[src/rtl/if_fetch_pkg.sv]
// Shared types for the instruction fetch stage: bus widths, FSM encoding
// and a word-alignment helper used on redirect.
package if_fetch_pkg;

  localparam int InstAddrBus = 32;
  localparam int InstBus     = 32;

  typedef logic [InstAddrBus-1:0] inst_addr_t;
  typedef logic [InstBus-1:0]     inst_t;

  typedef enum logic [2:0] {
    IF_IDLE  = 3'd0,
    IF_REQ   = 3'd1,
    IF_WAIT  = 3'd2,
    IF_HOLD  = 3'd3,
    IF_FLUSH = 3'd4
  } if_state_e;

  function automatic inst_addr_t align_word(input inst_addr_t a);
    return {a[InstAddrBus-1:2], 2'b00};
  endfunction

endpackage

[src/rtl/if_icache.sv]
// Direct-mapped instruction cache: tag/data/valid arrays with a combinational hit compare.
// Latency: hit and data are valid in the lookup cycle; writes land on the next edge.
// Backpressure: none; the fetch FSM decides when a lookup is used or a fill is written.
module if_icache
  import if_fetch_pkg::*;
#(
  parameter int LINES = 64
) (
  input  logic               clk,
  input  logic               rst,
  input  logic [InstAddrBus-1:0] addr,
  output logic               hit,
  output logic [InstBus-1:0] rd_data,
  input  logic               wr_en,
  input  logic [InstBus-1:0] wr_data
);

  localparam int IW = $clog2(LINES);
  localparam int TW = InstAddrBus - IW - 2;

  logic [TW-1:0]      tag_mem  [LINES];
  logic [InstBus-1:0] data_mem [LINES];
  logic [LINES-1:0]   valid;
  logic [IW-1:0]      idx;
  logic [TW-1:0]      tag;
  logic               unused_addr_lo;

  assign idx            = addr[IW+1:2];
  assign tag            = addr[InstAddrBus-1:IW+2];
  assign hit            = valid[idx] && (tag_mem[idx] == tag);
  assign rd_data        = data_mem[idx];
  assign unused_addr_lo = ^addr[1:0];

  always_ff @(posedge clk or negedge rst) begin
    if (!rst) begin
      valid <= '0;
    end else if (wr_en) begin
      valid[idx] <= 1'b1;
    end
  end

  // Storage arrays carry no reset; the valid bits gate every use.
  always_ff @(posedge clk) begin
    if (wr_en) begin
      tag_mem[idx]  <= tag;
      data_mem[idx] <= wr_data;
    end
  end

endmodule

[src/rtl/if_fetch.sv]
// Instruction fetch: assembles little-endian words from a byte-wide memory port; optional ICACHE_EN cache.
// Latency: redirect to inst_valid_o in 9 cycles on a zero-wait miss, 2 cycles on a cache hit.
// Backpressure: stall_i holds the output register; a finished word parks in HOLD until it drains.
module if_fetch
  import if_fetch_pkg::*;
#(
  parameter logic [31:0] RESET_PC     = 32'h0,
  parameter int          ICACHE_LINES = 64
) (
  input  logic        clk,
  input  logic        rst,
  input  logic        stall_i,
  input  logic        branch_taken_i,
  input  logic [31:0] branch_target_i,
  output logic        mem_req_o,
  output logic [31:0] mem_addr_o,
  input  logic        mem_gnt_i,
  input  logic        mem_valid_i,
  input  logic [7:0]  mem_data_i,
  output logic [31:0] pc_o,
  output logic [31:0] inst_o,
  output logic        inst_valid_o
);

  if_state_e  state, state_d;
  inst_addr_t fpc, fpc_d, pc_d;
  inst_t      word, word_d, inst_d, full_word, hit_data;
  logic [1:0] cnt, cnt_d;
  logic       vld_d, slot_free, hit, cache_wr;

  assign slot_free = !inst_valid_o || !stall_i;
  assign full_word = {mem_data_i, word[23:0]};

`ifdef ICACHE_EN
  if_icache #(.LINES(ICACHE_LINES)) u_icache (
    .clk     (clk),
    .rst     (rst),
    .addr    (fpc),
    .hit     (hit),
    .rd_data (hit_data),
    .wr_en   (cache_wr),
    .wr_data (full_word)
  );
`else
  logic unused_cache;
  assign hit          = 1'b0;
  assign hit_data     = '0;
  assign unused_cache = ^{cache_wr, ICACHE_LINES[0]};
`endif

  assign mem_addr_o = mem_req_o ? (fpc + {30'd0, cnt}) : '0;

  always_comb begin
    state_d   = state;
    fpc_d     = fpc;
    cnt_d     = cnt;
    word_d    = word;
    pc_d      = pc_o;
    inst_d    = inst_o;
    vld_d     = inst_valid_o;
    cache_wr  = 1'b0;
    mem_req_o = 1'b0;

    if (inst_valid_o && !stall_i) vld_d = 1'b0;

    case (state)
      IF_IDLE: state_d = IF_REQ;
      IF_REQ: begin
        if (cnt == 2'd0 && hit) begin
          if (slot_free) begin
            pc_d   = fpc;
            inst_d = hit_data;
            vld_d  = 1'b1;
            fpc_d  = fpc + 32'd4;
          end else begin
            word_d  = hit_data;
            state_d = IF_HOLD;
          end
        end else begin
          mem_req_o = 1'b1;
          if (mem_gnt_i) state_d = IF_WAIT;
        end
      end
      IF_WAIT: begin
        if (mem_valid_i) begin
          if (cnt != 2'd3) begin
            word_d[{cnt, 3'b000} +: 8] = mem_data_i;
            cnt_d   = cnt + 2'd1;
            state_d = IF_REQ;
          end else begin
            cache_wr = 1'b1;
            cnt_d    = 2'd0;
            if (slot_free) begin
              pc_d    = fpc;
              inst_d  = full_word;
              vld_d   = 1'b1;
              fpc_d   = fpc + 32'd4;
              state_d = IF_REQ;
            end else begin
              word_d  = full_word;
              state_d = IF_HOLD;
            end
          end
        end
      end
      IF_HOLD: begin
        if (slot_free) begin
          pc_d    = fpc;
          inst_d  = word;
          vld_d   = 1'b1;
          fpc_d   = fpc + 32'd4;
          state_d = IF_REQ;
        end
      end
      IF_FLUSH: if (mem_valid_i) state_d = IF_REQ;
      default:  state_d = IF_IDLE;
    endcase

    // Redirect wins over everything. Only flush when a byte is still owed to us:
    // a byte arriving in this very cycle has already closed the transaction.
    if (branch_taken_i) begin
      fpc_d    = align_word(branch_target_i);
      cnt_d    = 2'd0;
      vld_d    = 1'b0;
      cache_wr = 1'b0;
      if ((mem_req_o && mem_gnt_i) ||
          ((state == IF_WAIT || state == IF_FLUSH) && !mem_valid_i))
        state_d = IF_FLUSH;
      else
        state_d = IF_REQ;
    end
  end

  always_ff @(posedge clk or negedge rst) begin
    if (!rst) begin
      state        <= IF_IDLE;
      fpc          <= RESET_PC;
      cnt          <= 2'd0;
      word         <= '0;
      pc_o         <= '0;
      inst_o       <= '0;
      inst_valid_o <= 1'b0;
    end else begin
      state        <= state_d;
      fpc          <= fpc_d;
      cnt          <= cnt_d;
      word         <= word_d;
      pc_o         <= pc_d;
      inst_o       <= inst_d;
      inst_valid_o <= vld_d;
    end
  end

endmodule
[config.mk]
export PLATFORM = sky130hd
export DESIGN_NAME = if_fetch
export DESIGN_NICKNAME = d
export VERILOG_FILES = /design/src/rtl/if_fetch_pkg.sv /design/src/rtl/if_icache.sv /design/src/rtl/if_fetch.sv
export SDC_FILE = /design/constraint.sdc
export NUM_CORES = 1
export LEC_CHECK = 0
export ABC_AREA = 1
export BUFFER_PORTS_ARGS = -buffer_cell sky130_fd_sc_hd__buf_2
export CORE_AREA = 3 3 151 153
export CTS_BUF_LIST = sky130_fd_sc_hd__clkbuf_8
export DETAILED_ROUTE_END_ITERATION = 6
export DIE_AREA = 0 0 154 156
export PLACE_DENSITY = 0.52
export SLEW_MARGIN = 10
export SYNTH_ARGS = -nofsm -noshare
export SYNTH_HDL_FRONTEND = slang
export SYNTH_SLANG_ARGS = --single-unit
[constraint.sdc]
create_clock -name clk -period 1.8 [get_ports clk]
set_input_delay 0.36 -clock clk [delete_from_list [all_inputs] [get_ports clk]]
set_output_delay 0.36 -clock clk [all_outputs]
set_load 0.02 [all_outputs]
==> impl_metrics.tcl, run 1 <==
set metrics [dict create \
    viasPerCell 4.53 \
    die_h_um 156 \
    yosysWarnings 0 \
    dp_hpwl_mm 13.7 \
    timing.final.ws_setup_ns -0.204 \
    htreeDepth 4 \
    r2r_end "word[12]$_DFFE_PN0P_" \
    drt-total-wl_mm 19.2 \
    netlist.top_cell.by_area "dfrtp_1" \
    crit_fanout 7 \
    holdWs_ns 0.117 \
    initial_core_util_pct 29.8 \
    cp_slowest_stage_delay_ns 0.40 \
    syn_inst 853 \
    dieArea_um2 24000 \
    r2r_slack_ns 0.13 \
    ys_ff_latch 130 \
    coreArea_um2 21700 \
    cts.sinks 130 \
    antenna_found_initial 1 \
    rr_startpoint "state[2]$_DFFE_PN0P_" \
    min_period_ns 2.00 \
    grt.overflow.total 0 \
    synth_xor_xnor_area_share_pct 0.812 \
    clockBufferDepth 2 \
    synth_top_family_by_area "simple AND/OR/NAND/NOR gates" \
    cts_root_buffer "clkbuf_8" \
    ir_worst_vdd_mv 0.828 \
    hold-path-cell-count 3 \
    swShare_pct 45.9 \
    wl_per_cell_um 14.6 \
    p_int_mw 7.64 \
    drc 0 \
    drt_iter0_markers 316 \
    hp-start "branch_target_i[2]" \
    gr-usage-all-layers_pct 15.8 \
    place_ws_ns 0.109 \
    grt_pass1_wl_mm 30.4 \
    firstDrtPassIters 4 \
    start_kind "flip-flop" \
    yosys.area.top_type_share_pct 50.3 \
    synth.avg_cell_area_um2 7.59 \
    hp-class "in -> reg" \
    synth_compound_area_share_pct 9.03 \
    cts_made_buffers 17 \
    critical_path_required_ns 1.44 \
    crit_chain "inv_2 > nand2_4 > nor2_4 > inv_8 > clkbuf_16 > nor2_4 > buf_6" \
    ys_top_cells_by_area "dfrtp_1 50%, nand2_1 15%, o21ai_0 7.9%" \
    slew_violations 0 \
    diodes 0 \
    path_clk_slew_ns 0.09 \
    p_per_area_nw_per_um2 1640 \
    row_count 54 \
    grt_max_degree 49 \
    slowest_stage "dfrtp_1" \
    path_class "reg -> out" \
    pwr-share-comb_pct 49.8 \
    clkPwrFrac_pct 17.1 \
    clock.fmax_ghz 0.499 \
    syn_to_final_growth_pct 33.0 \
    ys_types 31 \
    port_buffers 139 \
    cts_tree "done" \
    nNetsFinal 1076 \
    rsz0062_at_grt "true" \
    synth_fa_ha_area_share_pct 1.16 \
    yosysSeqAreaShare_pct 50.3 \
    final_common_cell "nand2_1" \
    ant_nets 0 \
    num_vias 5970 \
    violations "setup timing" \
    hold_viol_final 0 \
    final.setup_skew_ns 0.0114 \
    synthSimpleGateAreaFrac_pct 29.8 \
    mostFrequentLayoutCells "262 x nand2_1, 129 x dfrtp_1, 106 x buf_2" \
    grt_pass1_vias 5774 \
    insertion_delay_ns 0.46 \
    end_kind "output port" \
    min_to "fpc[2]$_DFFE_PN0P_" \
    setup_violations 33 \
    synth_area_um2 6470 \
    final.period_utilization_pct 111 \
    place_congestion 0.891 \
    status "finished with violations" \
    maxCapViolCount 0 \
    pin_count 144 \
    cp_common_cell "nor2_4" \
    p_leak_nw 4.32 \
    arrival_ns 1.64 \
    fp.dieW_um 154 \
    synthMuxAreaShare_pct 0 \
    reg2reg_depth 8 \
    netSwitchingPower_mw 6.48 \
    fin_tns_setup_ns -5.65 \
    p_seq_share_pct 33.1 \
    drive_gt1_share_pct 26.4 \
]
==> timing repair <==
| action | in CTS | in global routing |
|---|---|---|
| endpoints found under the hold margin | 45 | 0 |
| resized for setup | 78 | 56 |
| setup endpoints to repair | 33 | 79 |
| gates cloned | 1 | 4 |
| hold buffers | 1 | 0 |
| pin swaps | 1 | 6 |
| setup buffers | 6 | 2 |
==> flip-flops by register name, indices dropped and copies added (netlist names) <==
register / count
fpc: 30
inst_o: 32
pc_o: 30
state: 3
inst_valid_o: 1
word: 32
cnt: 2
==> cell families after synthesis <==
family / after synthesis
simple gates: 458
buf+inv: 138
flops: 130
compound gates: 114
xor+xnor: 6
fa+ha+maj: 6
other cells: 1
==> worst max path at each step <==
stage	startpoint	end	slack (ns)
2_1_floorplan	state[0]$_DFFE_PN0P_	mem_addr_o[10]	0.005
3_3_place_gp	cnt[0]$_DFFE_PN0P_	inst_o[28]$_DFFE_PN0P_	0.11
3_5_place_dp	state[1]$_DFFE_PN0P_	mem_addr_o[5]	0.11
4_1_cts	state[1]$_DFFE_PN0P_	mem_addr_o[9]	-0.23
5_1_grt	state[1]$_DFFE_PN0P_	mem_addr_o[3]	-0.30
6_report	state[2]$_DFFE_PN0P_	mem_addr_o[3]	-0.20
==> per-stage QoR <==
step	instances	instance area (µm²)	utilization [%]	power (mW)
floorplan	854	6480	-	8.33
global placement	1271	7660	35.3	10.5
detailed placement	1271	7660	35.3	10.5
CTS	1311	8330	38.4	13.7
global route	1317	8610	39.7	15.2
finish	1317	8610	39.7	14.1
==> critical path: cells and delay by family, from the launching register on <==
family / cells / cell delay, ns
buffers and inverters: 4 / 0.49
flip-flops: 1 / 0.40
AND/OR/NAND/NOR: 3 / 0.31
==> power groups by stage <==
stage          sequential [mW]  combinational, mW  clock (mW)
2_1_floorplan             5.45               2.88           0
3_3_place_gp              4.71               5.77           0
6_report                  4.67               7.04        2.42
3_5_place_dp              4.72               5.82           0
5_1_grt                   4.82               7.77        2.62
4_1_cts                   4.68               6.55        2.50
==> cells in the mapped netlist <==
| master | count |
|---|---|
| a21oi_1 | 6 |
| a31o_2 | 2 |
| and2_1 | 1 |
| buf_1 | 2 |
| buf_2 | 14 |
| buf_4 | 3 |
| buf_6 | 4 |
| clkbuf_1 | 12 |
| conb_1 | 1 |
| dfrtp_1 | 130 |
| ha_1 | 6 |
| inv_1 | 101 |
| inv_2 | 2 |
| nand2_1 | 265 |
| nand2_2 | 2 |
| nand2_4 | 1 |
| nand3_1 | 95 |
| nand3b_1 | 2 |
| nand4_1 | 1 |
| nor2_1 | 80 |
| nor2_2 | 2 |
| nor2_4 | 3 |
| nor2_8 | 1 |
| nor3_1 | 3 |
| nor3_4 | 1 |
| o21ai_0 | 102 |
| o21ai_1 | 2 |
| o31ai_1 | 1 |
| o41ai_1 | 1 |
| or2_2 | 1 |
| xor2_1 | 6 |
==> metal layers <==
metal / vias up / routed length, µm / GRT usage, % / part of all wire [%]
met5: - / 9 / 0 / 0.047
met4: 2 / 292 / 4.63 / 1.5
met3: 21 / 938 / 3.77 / 4.9
met2: 142 / 8880 / 24.8 / 46
met1: 2775 / 9070 / 21.9 / 47
li1: 3030 / - / - / -
==> layout make-up <==
| cell class | instances | area (µm²) |
|---|---|---|
| Clock buffer | 17 | 234 |
| Timing Repair inverter | 1 | 11.3 |
| Multi-Input combinational cell | 589 | 2890 |
| Sequential cell | 130 | 3250 |
| Timing Repair Buffer | 182 | 1330 |
| Fill cell | 2271 | 13100 |
| Tap cell | 280 | 350 |
| Clock inverter | 15 | 138 |
| Inverter | 103 | 397 |
(Power assumes the default switching activity.)
==> run 2: changes to the inputs <==
--- a/constraint.sdc
+++ b/constraint.sdc
@@ -3,2 +3,2 @@
 set_output_delay 0.36 -clock clk [all_outputs]
-set_load 0.02 [all_outputs]
+set_load 0.01 [all_outputs]
==> impl_metrics.tcl, run 2 (synthesis results as in run 1) <==
set metrics [dict create \
    clock.fmax_ghz 0.505 \
    p_int_mw 8.13 \
    rr_startpoint "fpc[3]$_DFFE_PN0P_" \
    status "finished with violations" \
    reg.largest.list "inst_o (32), word (32)" \
    crit_chain "inv_2 > nand2_4 > nor2_4 > inv_8 > clkbuf_16 > nor2_2 > buf_2" \
    initial_core_util_pct 29.8 \
    dp_hpwl_mm 13.5 \
    htreeDepth 4 \
    p_seq_share_pct 33.5 \
    num_vias 5985 \
    drt-total-wl_mm 19.4 \
    clkPwrFrac_pct 16.9 \
    cts.sinks 130 \
    clockBufferDepth 2 \
    drc 0 \
    grt_pass1_vias 5610 \
    hold_viol_final 0 \
    ir_worst_vdd_mv 0.766 \
    path_class "reg -> out" \
    place_congestion 0.855 \
    maxCapViolCount 0 \
    reg2reg_depth 8 \
    start_kind "flip-flop" \
    min_to "state[2]$_DFFE_PN0P_" \
    ant_nets 0 \
    pwr-share-comb_pct 49.6 \
    wl_per_cell_um 14.6 \
    min_period_ns 1.98 \
    cts_root_buffer "clkbuf_8" \
    grt_pass1_wl_mm 29.4 \
    die_h_um 156 \
    p_per_area_nw_per_um2 1570 \
    rsz0062_at_grt "true" \
    hp-class "in -> reg" \
    startpoint "state[2]$_DFFE_PN0P_" \
    holdWs_ns 0.122 \
    final_common_cell "nand2_1" \
    cts_tree "done" \
    slowest_stage "dfrtp_1" \
    path_clk_slew_ns 0.09 \
    fp.dieW_um 154 \
    critical_path_required_ns 1.44 \
    r2r_end "fpc[24]$_DFFE_PN0P_" \
    syn_to_final_growth_pct 36.8 \
    cts_made_buffers 17 \
    insertion_delay_ns 0.45 \
    antenna_found_initial 2 \
    slew_violations 0 \
    pin_count 144 \
    setup_violations 33 \
    timing.final.ws_setup_ns -0.181 \
    drive_gt1_share_pct 27.9 \
    hold-path-cell-count 2 \
    arrival_ns 1.62 \
    coreArea_um2 21700 \
    final_core_util_pct 40.8 \
    firstDrtPassIters 4 \
    final.setup_skew_ns 0.0159 \
    end_kind "output port" \
    p_leak_nw 4.44 \
    crit_fanout 8 \
    gr-usage-all-layers_pct 15.5 \
    cp_slowest_stage_delay_ns 0.40 \
    viasPerCell 4.50 \
    netSwitchingPower_mw 5.79 \
    drt_iter0_markers 305 \
    row_count 54 \
    place_ws_ns 0.0966 \
    nNetsFinal 1089 \
    grt.overflow.total 0 \
    final.period_utilization_pct 110 \
    r2r_slack_ns 0.12 \
    dieArea_um2 24000 \
    swShare_pct 41.6 \
    grt_max_degree 60 \
    port_buffers 139 \
    mostFrequentLayoutCells "262 x nand2_1, 130 x dfrtp_1, 112 x buf_2" \
    violations "setup timing" \
    hp-start "mem_valid_i" \
]
[run 2: power groups by stage]
stage / clock (mW) / combinational [mW] / sequential, mW
2_1_floorplan: 0 / 2.64 / 4.94
3_3_place_gp: 0 / 4.97 / 4.70
3_5_place_dp: 0 / 5.03 / 4.71
4_1_cts: 2.45 / 5.60 / 4.67
5_1_grt: 2.57 / 7.62 / 4.81
6_report: 2.35 / 6.91 / 4.66
[run 2: how the worst max path moves through the flow]
stage	slack, ns	cells past startpoint	to
after floorplan	0.13	5	mem_addr_o[10]
after global placement	0.12	8	fpc[28]$_DFFE_PN0P_
after detailed placement	0.1	8	fpc[28]$_DFFE_PN0P_
after CTS	-0.20	7	mem_addr_o[23]
after global routing	-0.31	7	mem_addr_o[5]
final	-0.18	7	mem_addr_o[6]
[run 2: what timing repair did]
action	CTS	global route
gates cloned	1	7
setup endpoints to repair	33	135
endpoints found under the hold margin	26	0
resized for setup	28	93
setup buffers	13	16
pin swaps	2	10
hold buffers	1	0
[run 2: per-stage QoR]
stage	power (mW)	area (µm²)	std cells	TNS, ns
detailed placement	9.75	7630	1265	0
finish	13.9	8850	1330	-5.10
floorplan	7.58	6480	854	0
global placement	9.67	7630	1265	0
global route	15.0	8850	1330	-9.34
CTS	12.7	8190	1309	-6.06
[run 2: worst max-delay path, delay by kind of cell (launching register included)]
kind,cells,cell delay [ns]
DFF,1,0.40
buffers and inverters,4,0.48
and+or+nand+nor,3,0.28
[run 2: routing by layer]
metal  track usage, %  share of wire, %
met1             21.4                48
met4             4.92               1.6
met2             23.8                46
met3             4.05               4.3
met5                0             0.036
[run 2: layout make-up]
cell class | instances | area, µm²
multi-input combinational | 588 | 2950
antenna | 1 | 2.50
fill | 2237 | 12800
tap | 280 | 350
timing repair buffer | 197 | 1540
sequential | 130 | 3250
clock inverter | 14 | 131
clock buffer | 17 | 234
inverter | 103 | 394
==> run 3: changes to the inputs <==
BUFFER_PORTS_ARGS = unset   (was -buffer_cell sky130_fd_sc_hd__buf_2)
CTS_BUF_LIST = sky130_fd_sc_hd__clkbuf_16   (was sky130_fd_sc_hd__clkbuf_8)
DONT_BUFFER_PORTS = 1   (was unset)
PLACE_DENSITY = 0.46   (was 0.52)
==> impl_metrics.tcl, run 3 (synthesis results as in run 1) <==
set metrics [dict create \
    path_class "reg -> out" \
    drt_iter0_markers 314 \
    drt-total-wl_mm 19.2 \
    critical_path_required_ns 1.44 \
    coreArea_um2 21700 \
    hp-class "in -> async" \
    violations "hold timing, setup timing" \
    r2r_slack_ns 0.08 \
    gr-usage-all-layers_pct 15.6 \
    dp_hpwl_mm 12.9 \
    insertion_delay_ns 0.42 \
    htreeDepth 4 \
    reg.largest.list "inst_o (32), word (32)" \
    initial_core_util_pct 29.8 \
    cp.buffers_inverters 4 \
    arrival_ns 1.59 \
    final_common_cell "nand2_1" \
    cts.sinks 130 \
    r2r_end "fpc[20]$_DFFE_PN0P_" \
    cp_common_cell "nor2_4" \
    netSwitchingPower_mw 5.66 \
    antenna_found_initial 0 \
    status "finished with violations" \
    start_kind "flip-flop" \
    hold_viol_final 130 \
    p_seq_share_pct 37.4 \
    grt_max_degree 131 \
    syn_to_final_growth_pct 27.3 \
    p_leak_nw 3.94 \
    holdWs_ns -0.353 \
    mostFrequentLayoutCells "262 x nand2_1, 129 x dfrtp_1, 101 x o21ai_0" \
    cts_tree "done" \
    fp.dieW_um 154 \
    path_clk_slew_ns 0.06 \
    num_vias 5545 \
    grt_pass1_wl_mm 29.6 \
    port_buffers 0 \
    layoutNonFillerInstCount 1202 \
    grt_pass1_vias 5300 \
    final_cell_area_um2 8240 \
    dpl.cell_count 1145 \
    wl_per_cell_um 16.0 \
    pwr-share-comb_pct 38.6 \
    cp_slowest_stage_delay_ns 0.40 \
    dieArea_um2 24000 \
    reg2reg_depth 10 \
    firstDrtPassIters 5 \
    ir_worst_vdd_mv 0.779 \
    crit_fanout 8 \
    final.period_utilization_pct 109 \
    rr_startpoint "state[2]$_DFFE_PN0P_" \
    slowest_stage "dfrtp_1" \
    drc 0 \
    fillers 2262 \
    min_period_ns 1.95 \
    maxCapViolCount 0 \
    cts_root_buffer "clkbuf_16" \
    grt.overflow.total 0 \
    place_congestion 0.837 \
    crit_chain "inv_2 > nand2_4 > nor2_4 > inv_8 > buf_8 > nor2_4 > buf_6" \
    pin_count 144 \
    viasPerCell 4.61 \
    placed_area_um2 7030 \
    slew_violations 0 \
    swShare_pct 41.1 \
    clock.fmax_ghz 0.512 \
    row_count 54 \
    p_int_mw 8.13 \
    clkPwrFrac_pct 24.0 \
    cts_made_buffers 17 \
    setup_violations 33 \
    rsz0062_at_grt "true" \
    end_kind "output port" \
    nNetsFinal 962 \
    diodes 0 \
    final.setup_skew_ns 0.00972 \
    place_ws_ns 0.0240 \
    timing.final.ws_setup_ns -0.154 \
    die_h_um 156 \
    clockBufferDepth 2 \
    drive_gt1_share_pct 17.8 \
    p_per_area_nw_per_um2 1670 \
    crit_family "buffers and inverters" \
    ant_nets 0 \
]
==> run 3: layout make-up <==
type | instances | area, µm² | share of cell area, %
Sequential cell | 130 | 3250 | 39.5
Multi-Input combinational cell | 588 | 2940 | 35.7
Timing Repair Buffer | 69 | 729 | 8.86
Clock buffer | 17 | 425 | 5.16
Inverter | 103 | 394 | 4.79
Tap cell | 280 | 350 | 4.25
Clock inverter | 14 | 130 | 1.58
Timing Repair inverter | 1 | 11.3 | 0.137
==> run 3: layer usage <==
metal	vias to the layer above	global-route usage (%)	wire, µm	share of wire, %
met3	15	4.33	1100	5.7
li1	2806	-	-	-
met1	2596	22.5	9260	48
met5	-	0	0	0
met4	0	4.75	229	1.2
met2	128	22.7	8600	45
==> run 3: stage by stage <==
stage / setup TNS [ns] / total power, mW / utilization, %
CTS: -4.01 / 13.4 / 36.6
finish: -3.37 / 13.8 / 38.0
detailed placement: 0 / 9.09 / 32.4
floorplan: 0 / 7.58 / -
global route: -5.36 / 14.8 / 38.0
global placement: 0 / 9.05 / 32.4
==> run 3: worst max-delay path by stage <==
stage | start | end | slack (ns) | cells after the start
CTS | state[1]$_DFFE_PN0P_ | mem_addr_o[7] | -0.16 | 7
detailed placement | cnt[0]$_DFFE_PN0P_ | fpc[14]$_DFFE_PN0P_ | 0.02 | 8
floorplan | state[0]$_DFFE_PN0P_ | mem_addr_o[10] | 0.13 | 5
finish | state[1]$_DFFE_PN0P_ | mem_addr_o[29] | -0.15 | 7
global route | state[1]$_DFFE_PN0P_ | mem_addr_o[1] | -0.22 | 7
global placement | cnt[0]$_DFFE_PN0P_ | fpc[13]$_DFFE_PN0P_ | 0.04 | 8
==> run 3: power by group through the flow <==
stage | Sequential [mW] | Combinational (mW) | Clock [mW]
4_1_cts | 5.18 | 4.85 | 3.42
3_5_place_dp | 5.21 | 3.88 | 0
6_report | 5.15 | 5.32 | 3.31
2_1_floorplan | 4.94 | 2.64 | 0
5_1_grt | 5.31 | 5.97 | 3.53
3_3_place_gp | 5.22 | 3.83 | 0
==> run 3: what timing repair did <==
item | 4_1_cts | 5_1_grt
setup endpoints to repair | 32 | 121
buffers inserted | 9 | 10
pin swaps | 4 | 11
gates resized for setup | 73 | 32
gates cloned | 2 | 5
endpoints found under the hold margin | 130 | 130
